### src/rtl/alu_writeback_stage.sv
// alu_writeback_stage
//
// Execute-to-writeback stage that sits directly after the 16-bit ALU.
// Each accepted ALU operation is normalised into {data, dest, wen, flags}.
// The result is buffered in a two-entry head/skid buffer with valid/ready
// handshakes toward the register-file write port. BNE operations are
// resolved here as well. A saturating counter records signed-add overflow
// events for debug.
//
// Ports:
//   clk, rst_n           clock, asynchronous active-low reset
//   in_valid / in_ready  upstream handshake (in_ready = NOT skid occupied)
//   alu_op               000 AND, 001 OR, 010 ADDU, 011 ADDS, 111 SLT, 110 BNE
//   alu_result/cout/ovf/comp/slt  raw ALU outputs
//   dest_reg, br_target  destination register index and branch target
//   out_valid / out_ready         downstream handshake for the head entry
//   out_data, out_dest, out_wen, out_flags  head entry ({zero,slt,ovf,cout})
//   br_taken, br_addr    one-cycle taken pulse and the last taken target
//   ovf_count            saturating count of accepted ADDS ops with ovf=1

module alu_writeback_stage #(
    parameter int DATA_W    = 16,
    parameter int REG_AW    = 3,
    parameter int OVF_CNT_W = 8
) (
    input  logic                 clk,
    input  logic                 rst_n,
    input  logic                 in_valid,
    output logic                 in_ready,
    input  logic [2:0]           alu_op,
    input  logic [DATA_W-1:0]    alu_result,
    input  logic                 alu_cout,
    input  logic                 alu_ovf,
    input  logic [2:0]           alu_comp,
    input  logic                 alu_slt,
    input  logic [REG_AW-1:0]    dest_reg,
    input  logic [DATA_W-1:0]    br_target,
    output logic                 out_valid,
    input  logic                 out_ready,
    output logic [DATA_W-1:0]    out_data,
    output logic [REG_AW-1:0]    out_dest,
    output logic                 out_wen,
    output logic [3:0]           out_flags,
    output logic                 br_taken,
    output logic [DATA_W-1:0]    br_addr,
    output logic [OVF_CNT_W-1:0] ovf_count
);

    localparam logic [2:0] OP_AND  = 3'b000;
    localparam logic [2:0] OP_OR   = 3'b001;
    localparam logic [2:0] OP_ADDU = 3'b010;
    localparam logic [2:0] OP_ADDS = 3'b011;
    localparam logic [2:0] OP_BNE  = 3'b110;
    localparam logic [2:0] OP_SLT  = 3'b111;
    localparam logic [2:0] COMP_EQ = 3'b010;

    // Skid entry storage
    logic                 skid_valid;
    logic [DATA_W-1:0]    skid_data;
    logic [REG_AW-1:0]    skid_dest;
    logic                 skid_wen;
    logic [3:0]           skid_flags;

    // Normalised form of the incoming operation
    logic [DATA_W-1:0]    new_data;
    logic                 new_wen;
    logic [3:0]           new_flags;
    logic                 new_cout;
    logic                 new_ovf;
    logic                 new_slt;

    logic accept;
    logic head_free;
    logic bne_taken;

    // in_ready comes straight from a flop, so it has no combinational path
    // from out_ready.
    assign in_ready  = ~skid_valid;
    assign accept    = in_valid & in_ready;
    // The head can take a new entry if it is empty or is leaving this cycle.
    assign head_free = ~out_valid | out_ready;
    assign bne_taken = (alu_op == OP_BNE) && (alu_comp != COMP_EQ);

    always_comb begin
        new_data = alu_result;
        if (alu_op == OP_SLT) begin
            new_data = {{(DATA_W-1){1'b0}}, alu_slt};
        end
        new_cout  = ((alu_op == OP_ADDU) || (alu_op == OP_ADDS)) ? alu_cout : 1'b0;
        new_ovf   = (alu_op == OP_ADDS) ? alu_ovf : 1'b0;
        new_slt   = (alu_op == OP_SLT) ? alu_slt : 1'b0;
        new_flags = {(new_data == '0), new_slt, new_ovf, new_cout};
        new_wen   = (alu_op == OP_AND) || (alu_op == OP_OR) || (alu_op == OP_ADDU) ||
                    (alu_op == OP_ADDS) || (alu_op == OP_SLT);
    end

    // Head/skid buffer
    always_ff @(posedge clk or negedge rst_n) begin
        if (!rst_n) begin
            out_valid  <= 1'b0;
            out_data   <= '0;
            out_dest   <= '0;
            out_wen    <= 1'b0;
            out_flags  <= '0;
            skid_valid <= 1'b0;
            skid_data  <= '0;
            skid_dest  <= '0;
            skid_wen   <= 1'b0;
            skid_flags <= '0;
        end else if (skid_valid) begin
            // No accept is possible here; wait for the head to drain, then promote skid.
            if (out_ready) begin
                out_data   <= skid_data;
                out_dest   <= skid_dest;
                out_wen    <= skid_wen;
                out_flags  <= skid_flags;
                skid_valid <= 1'b0;
            end
        end else if (accept) begin
            if (head_free) begin
                out_valid <= 1'b1;
                out_data  <= new_data;
                out_dest  <= dest_reg;
                out_wen   <= new_wen;
                out_flags <= new_flags;
            end else begin
                skid_valid <= 1'b1;
                skid_data  <= new_data;
                skid_dest  <= dest_reg;
                skid_wen   <= new_wen;
                skid_flags <= new_flags;
            end
        end else if (out_ready) begin
            out_valid <= 1'b0;
        end
    end

    // Branch resolution: pulse for one cycle and capture the target only when taken.
    always_ff @(posedge clk or negedge rst_n) begin
        if (!rst_n) begin
            br_taken <= 1'b0;
            br_addr  <= '0;
        end else begin
            br_taken <= accept & bne_taken;
            if (accept && bne_taken) begin
                br_addr <= br_target;
            end
        end
    end

    // Saturating overflow event counter
    always_ff @(posedge clk or negedge rst_n) begin
        if (!rst_n) begin
            ovf_count <= '0;
        end else if (accept && (alu_op == OP_ADDS) && alu_ovf && (ovf_count != '1)) begin
            ovf_count <= ovf_count + 1'b1;
        end
    end

endmodule

### config.mk
export PLATFORM = sky130hd
export DESIGN_NAME = alu_writeback_stage
export DESIGN_NICKNAME = d
export VERILOG_FILES = /design/src/rtl/alu_writeback_stage.sv
export SDC_FILE = /design/constraint.sdc
export NUM_CORES = 1
export LEC_CHECK = 0
export ABC_AREA = 1
export BUFFER_PORTS_ARGS = -buffer_cell sky130_fd_sc_hd__buf_2
export CAP_MARGIN = 30
export CORE_MARGIN = 2
export CORE_UTILIZATION = 45
export CTS_CLUSTER_SIZE = 24
export DETAILED_ROUTE_END_ITERATION = 8
export PLACE_DENSITY = 0.78
export SYNTH_ARGS = -nofsm -noshare
export SYNTH_HDL_FRONTEND = slang
export SYNTH_SLANG_ARGS = --single-unit
### constraint.sdc
create_clock -name clk -period 2 [get_ports clk]
set_input_delay 0.2 -clock clk [delete_from_list [all_inputs] [get_ports clk]]
set_output_delay 0.2 -clock clk [all_outputs]
set_load 0.02 [all_outputs]
Word-level counts from Yosys, hierarchy flattened
Index checks and enable logic that the tools add are counted.
{ "op_classes": {"shift": 0, "eq_ne": 9, "div_mod_pow": 0, "add_sub_neg": 1, "multipliers": 0, "mux": 27, "reduce_logical": 18, "bitwise_logic": 6, "order_cmp": 0} }
{ "ops": {"columns": ["cell", "count"], "rows": [
  ["16-bit 2-to-1 mux", 5],
  ["16-bit zero test", 1],
  ["4-bit 2-to-1 mux", 4],
  ["1-bit 2-to-1 mux", 14],
  ["3-bit 2-to-1 mux", 4],
  ["3-bit AND reduction", 3],
  ["8-bit by 1-bit adder with 8-bit output, second input constant", 1],
  ["8-bit inequality test, second input constant", 1],
  ["3-bit by 2-bit equality test with 1-bit output, second input constant", 2],
  ["3-bit equality test, second input constant", 2],
  ["2-bit nonzero test", 3],
  ["1-bit logical AND", 5],
  ["1-bit logical OR", 5],
  ["3-bit by 1-bit equality test with 1-bit output, second input constant", 1],
  ["3-bit zero test", 1],
  ["3-bit by 2-bit inequality test with 1-bit output, second input constant", 1],
  ["1-bit inverter", 3],
  ["1-bit bitwise AND", 2],
  ["2-bit by 1-bit inequality test with 1-bit output, second input constant", 1],
  ["2-bit inequality test, second input constant", 1],
  ["1-bit OR", 1]
]} }
{ "word_totals": {"latch_bits": 0, "mem_bits_ro": 0, "mem_bits_rw": 0, "elab_cells": 74, "mem_count": 0, "register_bits": 75} }

Longest topological paths before layout
Gate-level depths: netlist of the first run.
{ "depth": {"word_depth": 8, "mapped_depth": 10, "ltp_nobuf": 9} }

Least setup slack after synthesis of the first run
OpenSTA, ideal clock, no wires.
{ "synth_path": {"path_kind": "register to register", "start": "register ovf_count[0]", "end": "register ovf_count[0]", "t_required_ns": 1.868, "synth_period_minus_slack_ns": 1.570, "path_stages_with_launch": 9, "setup_ns": 0.132, "arrival_ns": 1.438, "slack_ns": 0.430, "cell_sequence": "dfrtp_1 -> ha_1 -> nand3_1 -> nor2_1 -> nand2_1 -> nor2_1 -> nor2_2 -> buf_6 -> xor2_2"} }
{ "synth_via": {"elab_chain_len": 2} }
{ "synth_lines": {"columns": ["item", "line_no", "text"], "rows": [
  ["from (decl)", "46", "output logic [OVF_CNT_W-1:0] ovf_count"],
  ["from (signal assigned)", "156", "ovf_count <= ovf_count + 1'b1;"],
  ["parallel branches: the longest is 2 deep, another holds 8-bit by 1-bit adder with 8-bit output", null, null]
]} }
Parallel ways; which one is timed is not known.
A chain may end at the register's enable or synchronous reset.

Final worst setup path of the first run
{ "layout_path": {"start": "register ovf_count[0]", "end": "register ovf_count[2]"} }
Same word-level chain as after synthesis.

==> results.sh, run 1 <==
export IMPL_reg2reg_depth=8
export IMPL_clock_tree_root_cell="clkbuf_8"
export IMPL_initial_antenna_violation_count=0
export IMPL_setup_failing_eps_final=0
export IMPL_grt_pass1_wl_microns=12590
export IMPL_drv_slew=0
export IMPL_first_global_vias=2637
export IMPL_ws_path_type="reg -> reg"
export IMPL_worst_r2r_endpoint="ovf_count[2]"
export IMPL_via_count=2850
export IMPL_clk_latency_ns=0.34
export IMPL_largest_net_degree_at_the_start_of_global_routing=44
export IMPL_fillCellCount=665
export IMPL_post_route_period_util_pct=88.32
export IMPL_syn_area_per_cell_sq_um=8.944
export IMPL_route_detailed_drc=0
export IMPL_max_clock_path_buffers=2
export IMPL_synth_seq_area_share_pct=55.66
export IMPL_flops_latches_synth=75
export IMPL_cap_viol_max_count=0
export IMPL_route_detailed_vias_per_inst=4.939
export IMPL_timing_hold_ws_ns=0.04705
export IMPL_crit_fanout=11
export IMPL_tritoncts="done"
export IMPL_drt_first_pass_iters=4
export IMPL_core_region_area_sq_um=7253
export IMPL_die_area_sq_um=8202
export IMPL_critPathLaunchType="flop"
export IMPL_ffs_w_async_s_r_synth_pct=100.0
export IMPL_clock_tree_htree_level_count=3
export IMPL_grt_remaining_overflow=0
export IMPL_tritoncts_num_buffers=9
export IMPL_cp_slowest_stage_delay_ns=0.44
export IMPL_yosys_top_cell_area_share_pct=55.66
export IMPL_final_net_count=522
export IMPL_final_hold_violations=0
export IMPL_hold_buffers=1
export IMPL_fmaxAchievable_ghz=0.5661
export IMPL_gr_usage_all_layers_pct=19.16
export IMPL_ios=99
export IMPL_ys_warn_count=0
export IMPL_leakagePower_nw=2.177
export IMPL_final_layout_size_suffix_gt1_share_pct=28.45
export IMPL_port_buffers=98
export IMPL_irDropWorstVdd_v=0.0004952
export IMPL_totalNegativeSetupSlack_ns=0
export IMPL_synthTopCellsByCount="nand2_1 (132), dfrtp_1 (75), o21ai_1 (28), nor2_1 (21), a21oi_1 (20)"
export IMPL_cpMaxStageDelayCell="dfrtp_1"
export IMPL_cell_count_of_the_worst_hold_path=3
export IMPL_cp_arrival_ns=1.99
export IMPL_yosys_area_top_type="dfrtp_1"
export IMPL_synthesis_nets=426
export IMPL_diodes=0
export IMPL_initial_util_pct=46.49
export IMPL_number_of_synthesized_flops_with_an_enable_pin=0
export IMPL_cp_required_ns=2.23
export IMPL_placementRows=31
export IMPL_postCtsResizedCells=0
export IMPL_place_hpwl_microns=5271
export IMPL_outcome="completed"
export IMPL_timing_clock_skew_ns=0.006483
export IMPL_route_final_wire_length_microns=7467
export IMPL_detailedRoute_firstIterationViolations=145
export IMPL_numClockSinks=75
export IMPL_yosys_most_used_dff="dfrtp_1"
export IMPL_drtAntennaViolNets=0
export IMPL_cts_clk_slew_worst_paths_ns=0.08
export IMPL_post_synth_instance_area_sq_um=3372
export IMPL_die_w_microns=90.57
export IMPL_power_density_cell_area_nw_per_um2=1201
export IMPL_areaGrowthSynthToFinish_pct=23.82
export IMPL_grt_setup_unrepaired="false"
export IMPL_hold_path_endpoint="br_addr[9]"
export IMPL_hold_class="in -> reg"
export IMPL_synth_cell_types=32
export IMPL_hp_start="br_target[9]"
export IMPL_routabilityCongestion=0.8128
export IMPL_avgRoutedWirePerCell_microns=12.94
export IMPL_slew_of_the_pin_with_the_lowest_slew_margin_ns=0.6697
export IMPL_worstPathCellList="ha_1 > nand3_1 > nor2_1 > nand2_1 > nor2_1 > nor2_2 > nand2_1 > xnor2_1"
export IMPL_slew_limit_headroom_pct=55.29
export IMPL_die_h_microns=90.57
export IMPL_worst_setup_path_end_kind="flop"
export IMPL_yosys_cell_count_top_type="nand2_1"
export IMPL_r2r_slack_ns=0.23
export IMPL_r2r_start="ovf_count[0]"
export IMPL_period_minus_slack_ns=1.766
export IMPL_ys_top_cells_by_area="dfrtp_1 (56%), nand2_1 (15%), o21ai_1 (4.2%)"
export IMPL_synthCells=377
export IMPL_post_cts_setup_buffer_count=0
-- power breakdown --
| group | leakage (nW) | switching, mW | internal, mW |
|---|---|---|---|
| Clock | 0.131 | 0.558 | 0.960 |
| Sequential | 0.928 | 0.238 | 1.90 |
| Combinational | 1.12 | 0.862 | 0.494 |
-- through the flow --
step / instance area [sq um] / power [mW] / cells / setup slack [ns] / utilization (%)
global route: 4175 / 5.308 / 577 / 0.02445 / 57.56
finish: 4175 / 5.013 / 577 / 0.2336 / 57.56
detailed placement: 3900 / 3.529 / 560 / 0.2109 / 53.77
floorplan: 3372 / 3.042 / 377 / 0.4302 / -
CTS: 4175 / 5.071 / 577 / 0.2041 / 57.56
global placement: 3900 / 3.472 / 560 / 0.2627 / 53.77
-- layer usage --
metal / GRT usage, % / part of all wire [%]
met3: 4.257 / 5.7
met4: 6.667 / 1.2
met1: 25.52 / 44
met2: 30.97 / 49
met5: 0 / 0
-- cell type report --
| cell class | count | area, sq um | area share, % |
|---|---|---|---|
| Clock buffer | 10 | 127.6 | 3.057 |
| Clock inverter | 6 | 137.6 | 3.296 |
| Inverter | 17 | 68.82 | 1.648 |
| Multi-Input combinational cell | 267 | 1295 | 31.02 |
| Sequential cell | 75 | 1877 | 44.95 |
| Tap cell | 99 | 123.9 | 2.967 |
| Timing Repair Buffer | 103 | 545.5 | 13.07 |
-- critical path: cells and delay by family, from the launching register on --
kind / cells / cell delay (ns)
XOR/XNOR: 1 / 0.15
adder cells (fa/ha/maj): 1 / 0.23
flip-flops: 1 / 0.44
AND/OR/NAND/NOR: 6 / 0.85
-- flip-flops by register name, indices dropped and copies added, names as in the netlist --
register    flops
out_data       16
br_taken        1
out_flags       4
skid_dest       3
out_dest        3
ovf_count       8
out_wen         1
skid_flags      4
skid_wen        1
out_valid       1
br_addr        16
skid_valid      1
skid_data      16
-- worst max path at each step --
| stage | startpoint | endpoint | slack (ns) |
|---|---|---|---|
| after floorplan | ovf_count[0] | ovf_count[0] | 0.43 |
| after global placement | ovf_count[0] | ovf_count[2] | 0.26 |
| after detailed placement | ovf_count[0] | ovf_count[2] | 0.21 |
| after CTS | ovf_count[0] | ovf_count[2] | 0.20 |
| after global routing | ovf_count[0] | ovf_count[2] | 0.02 |
| final | ovf_count[0] | ovf_count[2] | 0.23 |
-- logic make-up after synthesis --
family | synth area share, %
compound gates | 14.21
xor+xnor | 2.264
buf+inv | 5.937
simple gates | 21.56
fa+ha+maj | 0.3710
flops | 55.66
-- cell usage in the layout, fill, tap and decap left out, types with 4 or more instances in the layout --
cell	count
a21oi_1	20
a31oi_1	5
buf_2	97
buf_4	4
bufinv_16	4
clkbuf_8	9
dfrtp_1	75
inv_1	10
inv_2	5
nand2_1	132
nand3_1	6
nor2_1	21
o21a_1	15
o21ai_0	19
o21ai_1	28
No activity file was read; power rests on OpenSTA's default activity.
==> run 2, diff against run 1 <==
--- a/config.mk
+++ b/config.mk
@@ -8,6 +8,7 @@
 export ABC_AREA = 1
 export BUFFER_PORTS_ARGS = -buffer_cell sky130_fd_sc_hd__buf_2
 export CAP_MARGIN = 30
+export CORE_ASPECT_RATIO = 1.1
 export CORE_MARGIN = 2
 export CORE_UTILIZATION = 45
 export CTS_CLUSTER_SIZE = 24
==> results.sh, run 2 (synthesis results as in run 1) <==
export IMPL_outcome="completed"
export IMPL_ios=99
export IMPL_diodes=0
export IMPL_period_minus_slack_ns=1.675
export IMPL_final_net_count=521
export IMPL_drt_first_pass_iters=5
export IMPL_detailedRoute_firstIterationViolations=114
export IMPL_first_global_vias=2774
export IMPL_initial_util_pct=45.88
export IMPL_clk_latency_ns=0.34
export IMPL_post_route_period_util_pct=83.74
export IMPL_post_cts_setup_buffer_count=0
export IMPL_drtAntennaViolNets=0
export IMPL_cpMaxStageDelayCell="dfrtp_1"
export IMPL_die_h_microns=94.79
export IMPL_dpl_worst_slack_ns=0.1452
export IMPL_setup_failing_eps_final=0
export IMPL_ws_path_type="reg -> reg"
export IMPL_drv_slew=0
export IMPL_cp_slowest_stage_delay_ns=0.44
export IMPL_slew_of_the_pin_with_the_lowest_slew_margin_ns=0.6779
export IMPL_place_hpwl_microns=5279
export IMPL_final_hold_violations=0
export IMPL_areaGrowthSynthToFinish_pct=22.19
export IMPL_die_area_sq_um=8203
export IMPL_initial_antenna_violation_count=0
export IMPL_clock_tree_root_cell="clkbuf_8"
export IMPL_final_setup_worst_slack_ns=0.3253
export IMPL_cts_clk_slew_worst_paths_ns=0.08
export IMPL_largest_net_degree_at_the_start_of_global_routing=49
export IMPL_irDropWorstVdd_v=0.0004975
export IMPL_cap_viol_max_count=0
export IMPL_port_buffers=98
export IMPL_max_clock_path_buffers=2
export IMPL_route_final_wire_length_microns=7340
export IMPL_critPathLaunchType="flop"
export IMPL_routabilityCongestion=0.8274
export IMPL_leakagePower_nw=2.154
export IMPL_grt_pass1_wl_microns=12320
export IMPL_worstPathCellList="ha_1 > nand3_1 > nor2_1 > nand2_1 > nor2_1 > nor2_4 > nand2_1 > xnor2_1"
export IMPL_grt_remaining_overflow=0
export IMPL_tritoncts_num_buffers=9
export IMPL_tritoncts="done"
export IMPL_gr_usage_all_layers_pct=19.25
export IMPL_route_detailed_drc=0
export IMPL_placementRows=33
export IMPL_slew_limit_headroom_pct=54.74
export IMPL_clock_tree_htree_level_count=3
export IMPL_final_layout_size_suffix_gt1_share_pct=28.30
export IMPL_cp_arrival_ns=1.90
export IMPL_totalNegativeSetupSlack_ns=0
export IMPL_worst_setup_path_end_kind="flop"
export IMPL_numClockSinks=75
export IMPL_via_count=2855
export IMPL_avgRoutedWirePerCell_microns=13.01
export IMPL_most_frequent_cells_in_the_layout="nand2_1 (132), buf_2 (97), dfrtp_1 (75), o21ai_1 (28), nor2_1 (21)"
export IMPL_hold_class="in -> reg"
export IMPL_regArea_sq_um=1877
export IMPL_power_density_cell_area_nw_per_um2=1162
export IMPL_route_detailed_vias_per_inst=5.062
export IMPL_cp_required_ns=2.22
export IMPL_layout_top_registers="br_addr x16, out_data x16, skid_data x16"
export IMPL_grt_setup_unrepaired="false"
export IMPL_core_region_area_sq_um=7350
export IMPL_fillCellCount=670
export IMPL_mostFrequentLayoutCell="nand2_1"
export IMPL_timing_clock_skew_ns=0.006306
export IMPL_crit_fanout=11
export IMPL_die_w_microns=86.54
export IMPL_fmaxAchievable_ghz=0.5971
export IMPL_multi_input_area_sq_um=1300
## run 2: timing repair
action,4_1_cts,5_1_grt
endpoints found under the hold margin,27,0
endpoints found under the setup margin,0,1
resized for setup,0,1
hold buffers,1,0
## run 2: path summary, 6_finish.rpt
path	startpoint	end	slack, ns	cells past startpoint
worst max-delay path	ovf_count[0]	ovf_count[2]	0.33	8
worst min-delay path	br_target[13]	br_addr[13]	0.05	3
worst max register to register	ovf_count[0]	ovf_count[2]	0.33	8
worst min register to register	skid_dest[2]	skid_dest[2]	0.48	2
max in group asynchronous	rst_n	br_addr[0]	1.10	3
min in group asynchronous	rst_n	out_data[1]	0.32	2
## run 2: per-stage QoR
step	instance area [sq um]	total power, mW	util, %	hold WS [ns]	instances
2_1_floorplan	3372	3.042	-	-0.09559	377
3_3_place_gp	3877	3.474	52.76	0.1391	547
3_5_place_dp	3877	3.521	52.76	0.1437	547
4_1_cts	4115	4.853	55.99	0.03110	564
5_1_grt	4120	5.094	56.06	0.03861	564
6_report	4120	4.789	56.06	0.05264	564
## run 2: area by class of cell
type,instances,share of cell area [%]
flip-flops and latches,75,45.55
well taps,87,2.642
multi-input cells,267,31.55
repair buffers,102,13.06
clock inverters,4,1.761
clock buffers,12,3.766
inverters,17,1.670
## run 2: report_power, final
group	switching, mW	internal (mW)	total [mW]	leakage [nW]
Sequential	0.232	1.90	2.13	0.928
Combinational	0.851	0.491	1.34	1.11
Clock	0.545	0.770	1.31	0.113
Total	1.63	3.16	4.79	2.15
## run 2: routing by layer
layer	vias up	wire, microns	GRT usage [%]
li1	1414	-	-
met1	1328	3179	23.09
met2	101	3442	31.73
met3	12	590	5.594
met4	0	129	9.245
met5	-	0	0
## run 2: critical path: cells and delay by family (launching register included)
| family | cells | cell delay [ns] |
|---|---|---|
| flip-flops | 1 | 0.44 |
| adder cells (fa/ha/maj) | 1 | 0.23 |
| AND/OR/NAND/NOR | 6 | 0.73 |
| XOR/XNOR | 1 | 0.15 |
==> run 3, diff against run 2 <==
==> constraint.sdc (replaced) <==
create_clock -name clk -period 1.7 [get_ports clk]
set_input_delay 0.17 -clock clk [delete_from_list [all_inputs] [get_ports clk]]
set_output_delay 0.17 -clock clk [all_outputs]
set_load 0.02 [all_outputs]
==> results.sh, run 3 (synthesis results as in run 1) <==
export IMPL_outcome="completed"
export IMPL_max_clock_path_buffers=2
export IMPL_diodes=0
export IMPL_die_w_microns=86.54
export IMPL_die_h_microns=94.79
export IMPL_gr_usage_all_layers_pct=19.43
export IMPL_period_minus_slack_ns=1.549
export IMPL_final_setup_worst_slack_ns=0.1514
export IMPL_m1WireLength_microns=3312
export IMPL_final_layout_size_suffix_gt1_share_pct=28.54
export IMPL_hold_class="in -> reg"
export IMPL_critPathLaunchType="flop"
export IMPL_route_met2_wl_microns=3434
export IMPL_grt_pass1_wl_microns=12390
export IMPL_routabilityCongestion=0.8118
export IMPL_power_density_cell_area_nw_per_um2=1353
export IMPL_final_hold_violations=0
export IMPL_post_cts_setup_buffer_count=0
export IMPL_power_report_internal_total_mw=3.668
export IMPL_combinational_group_share_of_total_power_pct=29.2
export IMPL_power_frac_clock_pct=26.1
export IMPL_largest_net_degree_at_the_start_of_global_routing=45
export IMPL_cap_viol_max_count=0
export IMPL_clock_tree_htree_level_count=3
export IMPL_cts_clk_slew_worst_paths_ns=0.08
export IMPL_placementRows=33
export IMPL_initial_antenna_violation_count=0
export IMPL_highest_signal_layer="met4"
export IMPL_fmaxAchievable_ghz=0.6457
export IMPL_worst_setup_path_end_kind="flop"
export IMPL_core_region_area_sq_um=7350
export IMPL_cp_required_ns=1.93
export IMPL_die_area_sq_um=8203
export IMPL_post_place_cells=551
export IMPL_most_frequent_cells_in_the_layout="nand2_1 (132), buf_2 (97), dfrtp_1 (75), o21ai_1 (28), nor2_1 (21)"
export IMPL_post_route_period_util_pct=91.10
export IMPL_clock_tree_root_cell="clkbuf_8"
export IMPL_drv_slew=0
export IMPL_grt_remaining_overflow=0
export IMPL_setup_failing_eps_final=0
export IMPL_slew_of_the_pin_with_the_lowest_slew_margin_ns=0.4054
export IMPL_fin_total_pwr_mw=5.605
export IMPL_clk_latency_ns=0.35
export IMPL_routed_wl_met3_microns=616
export IMPL_numClockSinks=75
export IMPL_route_detailed_drc=0
export IMPL_tritoncts="done"
export IMPL_p_sw_mw=1.937
export IMPL_ws_path_type="reg -> reg"
export IMPL_avgRoutedWirePerCell_microns=13.22
export IMPL_via_count=2864
export IMPL_ios=99
export IMPL_areaGrowthSynthToFinish_pct=22.86
export IMPL_slew_limit_headroom_pct=72.97
export IMPL_seq_power_share_pct=44.7
export IMPL_route_final_wire_length_microns=7494
export IMPL_grt_setup_unrepaired="true"
export IMPL_swShare_pct=34.55
export IMPL_route_detailed_vias_per_inst=5.051
export IMPL_post_dp_cell_area_sq_um=3920
export IMPL_final_cell_count_no_fill=567
export IMPL_port_buffers=98
export IMPL_post_route_cell_area_sq_um=4143
export IMPL_drt_first_pass_iters=4
export IMPL_leakagePower_nw=2.166
export IMPL_cp_arrival_ns=1.78
export IMPL_place_hpwl_microns=5375
export IMPL_detailedRoute_firstIterationViolations=126
export IMPL_crit_fanout=13
export IMPL_layout_top_registers="br_addr x16, out_data x16, skid_data x16"
export IMPL_mostFrequentLayoutCell="nand2_1"
export IMPL_tritoncts_num_buffers=9
export IMPL_final_net_count=525
export IMPL_dpl_worst_slack_ns=0.1436
export IMPL_initial_util_pct=45.88
export IMPL_first_global_vias=2701
export IMPL_drtAntennaViolNets=0
export IMPL_irDropWorstVdd_v=0.0007424
export IMPL_timing_clock_skew_ns=0.009290
## run 3: changes by cell type in the layout (fill, tap and decap cells not counted)
cell      before  now
clkbuf_8      11    9
nor2_4         3    2
inv_2          5    3
nor2_2         2    3
buf_12         1    2
inv_4          2    4
buf_4          3    6
clkbuf_1       1    2
clkinv_2       1    0
clkinv_4       0    1
## run 3: cell type report
cell class	count	area [sq um]
clock buffers	11	131.4
clock inverters	4	76.32
fillers	668	3207
inverters	17	73.82
multi-input cells	267	1295
flip-flops and latches	75	1877
well taps	87	108.9
repair buffers	106	580.6
## run 3: per-stage QoR
| step | hold WS (ns) | util [%] | TNS (ns) |
|---|---|---|---|
| after detailed placement | 0.1333 | 53.34 | 0 |
| after global placement | 0.1365 | 53.34 | 0 |
| after CTS | 0.005165 | 56.30 | 0 |
| after global routing | 0.01091 | 56.37 | -0.006752 |
| final | 0.009353 | 56.37 | 0 |
| after floorplan | -0.1256 | - | 0 |
## run 3: timing repair
action                                  4_1_cts  5_1_grt
endpoints found under the setup margin        0       15
hold endpoints to repair                     31        0
gates resized for setup                       0        4
hold buffers                                  1        0
## run 3: worst max-delay path, stage by stage (launching register included)
cell	delay, ns
dfrtp_1	0.40
inv_1	0.06
nor2_1	0.03
inv_1	0.17
nand3_4	0.22
buf_12	0.21
a21oi_1	0.12
o21ai_0	0.10
o21a_1	0.13
## run 3: power groups by stage
| stage | Combinational [mW] | Clock [mW] | Sequential, mW |
|---|---|---|---|
| after floorplan | 0.677 | 0 | 2.90 |
| after global placement | 1.61 | 0 | 2.52 |
| after detailed placement | 1.65 | 0 | 2.53 |
| after CTS | 1.65 | 1.49 | 2.51 |
| after global routing | 1.82 | 1.57 | 2.57 |
| final | 1.64 | 1.46 | 2.51 |
## run 3: worst paths after layout
kind,startpoint,end,slack (ns),cells past startpoint
worst max register to register,out_valid,out_data[6],0.15,8
worst min register to register,skid_dest[0],skid_dest[0],0.48,2
min in group asynchronous,rst_n,out_data[1],0.29,2
worst max-delay path,out_valid,out_data[6],0.15,8
max in group asynchronous,rst_n,skid_valid,0.84,3
worst min-delay path,br_target[14],br_addr[14],0.009,3
## run 3: per-layer routing
layer / GRT usage [%] / vias up
met2: 31.15 / 124
met3: 5.944 / 12
met4: 7.292 / 0
met5: 0 / -
met1: 24.80 / 1310
li1: - / 1418
